File: src/rtl/rr_arbiter_4.sv
// Four-way round-robin arbiter with a bounded grant hold time.
// A release always passes through one idle cycle before the next owner is picked.
module rr_arbiter_4 #(
  parameter int MAX_HOLD = 8
) (
  input  logic       clk,
  input  logic       rst_n,
  input  logic       en,
  input  logic [3:0] req,
  output logic [3:0] gnt,
  output logic [1:0] gnt_idx,
  output logic       gnt_valid
);

  // state    | meaning
  // ST_IDLE  | no grant; arbitrate among req when en=1
  // ST_GRANT | gnt_idx owns the grant; hold_q counts its cycles
  typedef enum logic {
    ST_IDLE  = 1'b0,
    ST_GRANT = 1'b1
  } state_t;

  localparam logic [7:0] HOLD_MAX = 8'(MAX_HOLD);

  state_t     state_q, state_d;
  logic [1:0] ptr_q, ptr_d;
  logic [7:0] hold_q, hold_d;
  logic [1:0] idx_q, idx_d;
  logic [3:0] gnt_q, gnt_d;

  logic       pick_found;
  logic [1:0] pick_idx;
  logic [1:0] cand;
  logic       release_c;

  // Walk the search order backwards so the lowest offset from ptr wins.
  always_comb begin
    pick_found = 1'b0;
    pick_idx   = ptr_q;
    cand       = ptr_q;
    for (int k = 3; k >= 0; k--) begin
      cand = ptr_q + 2'(k);
      if (req[cand]) begin
        pick_found = 1'b1;
        pick_idx   = cand;
      end
    end
  end

  assign release_c = !en || !req[idx_q] || (hold_q == HOLD_MAX);

  always_ff @(posedge clk) begin
    if (!rst_n) begin
      state_q <= ST_IDLE;
      ptr_q   <= 2'd0;
      hold_q  <= 8'd0;
      idx_q   <= 2'd0;
      gnt_q   <= 4'b0000;
    end else begin
      state_q <= state_d;
      ptr_q   <= ptr_d;
      hold_q  <= hold_d;
      idx_q   <= idx_d;
      gnt_q   <= gnt_d;
    end
  end

  always_comb begin
    state_d = state_q;
    case (state_q)
      ST_IDLE:  if (en && pick_found) state_d = ST_GRANT;
      ST_GRANT: if (release_c)        state_d = ST_IDLE;
      default:                        state_d = ST_IDLE;
    endcase
  end

  always_comb begin
    ptr_d  = ptr_q;
    hold_d = hold_q;
    idx_d  = idx_q;
    gnt_d  = gnt_q;
    case (state_q)
      ST_IDLE: begin
        if (en && pick_found) begin
          idx_d  = pick_idx;
          hold_d = 8'd1;
          gnt_d  = 4'b0001 << pick_idx;
        end else begin
          hold_d = 8'd0;
          gnt_d  = 4'b0000;
        end
      end
      ST_GRANT: begin
        if (release_c) begin
          ptr_d  = idx_q + 2'd1;
          hold_d = 8'd0;
          gnt_d  = 4'b0000;
        end else begin
          hold_d = hold_q + 8'd1;
        end
      end
      default: begin
        hold_d = 8'd0;
        gnt_d  = 4'b0000;
      end
    endcase
  end

  assign gnt       = gnt_q;
  assign gnt_idx   = idx_q;
  assign gnt_valid = (state_q == ST_GRANT);

endmodule

File: config.mk
export PLATFORM = sky130hd
export DESIGN_NAME = rr_arbiter_4
export DESIGN_NICKNAME = d
export VERILOG_FILES = /design/src/rtl/rr_arbiter_4.sv
export SDC_FILE = /design/constraint.sdc
export NUM_CORES = 1
export LEC_CHECK = 0
export ABC_CLOCK_PERIOD_IN_PS = 3550
export BUFFER_PORTS_ARGS = -buffer_cell sky130_fd_sc_hd__buf_2
export CORE_UTILIZATION = 55
export CTS_BUF_LIST = sky130_fd_sc_hd__clkbuf_4
export CTS_CLUSTER_DIAMETER = 40
export DETAILED_ROUTE_END_ITERATION = 7
export PLACE_DENSITY = 0.79
export SLEW_MARGIN = 25
export SYNTH_ARGS = -nofsm -noshare
export SYNTH_HDL_FRONTEND = slang
export SYNTH_SLANG_ARGS = --single-unit
File: constraint.sdc
create_clock -name clk -period 3.55 [get_ports clk]
set_input_delay 0.71 -clock clk [delete_from_list [all_inputs] [get_ports clk]]
set_output_delay 0.71 -clock clk [all_outputs]
set_load 0.05 [all_outputs]
==> qor.csv <==
stage,metric,value,unit
outcome,status,completed,
global_routing,grt_pass1_vias,568,
logic_synthesis,syn_area_per_cell,9.363,um2
sta,max_freq,543.8,MHz
routing,wl,1627,um
routing,vias_per_cell,5.835,
global_routing,antenna_found_initial,0,
global_routing,grt_pass1_wl,2497,um
routing,firstDrtPassIters,4,
final_layout,drive_gt1_share,19.81,%
clock_network,cts.path.max_buffers,2,
worst_setup_path,endpoint_kind,flop,
placement,place.port_buffers,13,
worst_setup_path,cp_data_arrival_time,2.00,ns
worst_setup_path,worst-path-max-fanout,10,
floorplanning,die_h,41.36,um
clock_network,cts_hold_buf,0,
clock_network,clk-insertion-delay-late,0.28,ns
sta,setup_violations,0,
job,drv_cap,0,
global_routing,grt_start_max_net_pins,11,
sta,fin_crit_sh,51.80,%
logic_synthesis,ys_types,36,
floorplanning,die_w,41.36,um
sta,clock_skew,0.001234,ns
power,p_leak,0.3904,nW
routing,post_drt_wl_per_cell,13.45,um
floorplanning,rows,13,
sta,hold_violations,0,
floorplanning,ios,14,
clock_network,root_buffer,clkbuf_4,
worst_setup_path,cp.required,3.71,ns
routing,vias,706,
power,ir_worst_vdd,0.0002214,V
global_routing,grt_overflow,0,
sta,grt_setup_unrepaired,false,
clock_network,cts.sinks,17,
routing,drc,0,
floorplanning,fp.dieArea,1711,um2
clock_network,postCtsSetupBuffers,0,
clock_network,cts_tree,yes,
placement,place.gp.congestion,0.7801,
floorplanning,start_util,62.36,%
global_routing,grt_use_total,22.77,%
sta,tns,0,ns
clock_network,htree_levels,1,
power,p_per_area,396.3,nW/um2
worst_setup_path,worst_setup_path_start_kind,input pin,
logic_synthesis,syn_nets,100,
logic_synthesis,seq_area_frac_synth,39.94,%
logic_synthesis,synth_cells,91,
final_layout,syn2layout_area_growth,11.16,%
routing,dr.first_iter.drc_count,14,
final_layout,final_nets,116,
final_layout,diodes,0,
logic_synthesis,ys_warn_count,0,
logic_synthesis,ys_ff_latch,17,
sta,drv_slew,0,
logic_synthesis,syn_area,852.1,um2
routing,ant_nets,0,
floorplanning,coreArea,1366,um2
worst_hold_path,min_path_cells,2,
sta,slew_headroom,75.54,%
worst_hold_path,min_path_type,flop to flop,
clock_network,path_clk_slew,0.10,ns
worst_setup_path,r2r_cells,4,
worst_setup_path,critical_path_class,input pin to flop,
clock_network,ctsResizeCount,0,
placement,dpl.hpwl,1241,um
power,finalPower,0.3754,mW
clock_network,cts_buffers,3,
sta,min_period,1.839,ns
sta,tightest_slew,0.3669,ns
final cells by class:
cell class              instances  area [um2]
clock inverters                 1       5.005
repair buffers                 13       65.06
multi-input cells              65       469.2
inverters                       7       26.28
clock buffers                   3       22.52
flip-flops and latches         17       340.3
fillers                       115       419.2
well taps                      15       18.77
worst max-delay path: stages:
cell,delay [ns]
buf_2,0.14
mux4_2,0.50
o211ai_4,0.12
or2_1,0.37
o32ai_1,0.16
where the power goes:
group	leakage, nW	total, mW	switching, mW	internal [mW]
clock network	0.0177	0.103	0.0614	0.0418
logic	0.235	0.0647	0.0409	0.0238
registers	0.138	0.207	0.00963	0.198
total	0.390	0.375	0.112	0.263
cell usage after synthesis (all sizes together):
cell type	count	area, um2
inv	7	26.28
nand2b	1	6.260
nor4	1	6.260
nand4bb	1	11.26
mux4	1	22.52
or2b	1	7.510
o211a	1	10.01
clkbuf	1	5.000
o211ai	2	28.78
o21ai	2	13.76
xor2	5	43.79
nor2b	3	18.77
dfxtp	17	340.3
buf	1	11.26
ha	2	25.02
a32o	2	20.02
nand3	5	25.02
o32ai	2	17.52
o221ai	1	8.760
xnor2	2	17.52
a21oi	5	25.02
nand2	4	15.01
o2111ai	1	8.760
a211o	1	8.760
or3	1	6.260
or2	1	6.260
nor2	11	41.29
and3	2	12.51
and2	2	12.51
o22a	1	8.760
nor3b	1	12.51
a311oi	1	8.760
a41o	1	10.01
a221o	1	10.01
per-stage QoR:
| step | area (um2) | util [%] | hold slack [ns] | setup WS [ns] | std cells |
|---|---|---|---|---|---|
| after floorplan | 852.1 | - | 0.4716 | 1.715 | 91 |
| after global placement | 919.6 | 67.31 | 0.4380 | 1.488 | 117 |
| after detailed placement | 919.6 | 67.31 | 0.4511 | 1.415 | 117 |
| after CTS | 947.2 | 69.32 | 0.4678 | 1.729 | 121 |
| after global routing | 947.2 | 69.32 | 0.4970 | 1.619 | 121 |
| final | 947.2 | 69.32 | 0.4626 | 1.711 | 121 |
metal layers:
| layer | wire length [um] | track usage [%] |
|---|---|---|
| met1 | 840 | 32.89 |
| met2 | 724 | 34.77 |
| met3 | 62 | 3.191 |
| met4 | 0 | 7.258 |
| met5 | 0 | 0 |
placed cells by master (no fill, tap or decap), types with 2 or more instances in the layout:
cell / instances
ha_1: 2
nand3_1: 5
buf_2: 13
nor2_1: 11
xnor2_1: 2
dfxtp_1: 17
a32o_1: 2
o32ai_1: 2
inv_1: 7
xor2_1: 5
nand2_1: 4
and3_1: 2
clkbuf_4: 3
a21oi_1: 5
and2_1: 2
nor2b_1: 3
state kept, by name (all words and copies together), names as in the netlist:
signal	count
gnt_valid	1
gnt_idx	2
ptr_q	2
gnt	4
hold_q	8
cell families after synthesis:
logic type | after synthesis | synth area share, %
AND/OR/NAND/NOR | 34 | 21.29
AO/OA/AOI/OAI | 21 | 21.00
flip-flops | 17 | 39.94
buffers and inverters | 9 | 4.993
XOR/XNOR | 7 | 7.195
adder cells (fa/ha/maj) | 2 | 2.936
multiplexers | 1 | 2.643
worst paths after layout:
check	startpoint	endpoint	slack, ns
worst max-delay path	req[1]	gnt[0]	1.71
worst min-delay path	gnt[1]	gnt[1]	0.46
worst max register to register	gnt_idx[1]	gnt[0]	1.79
worst min register to register	gnt[1]	gnt[1]	0.46
Note: power is estimated with default switching activity, not from simulation.
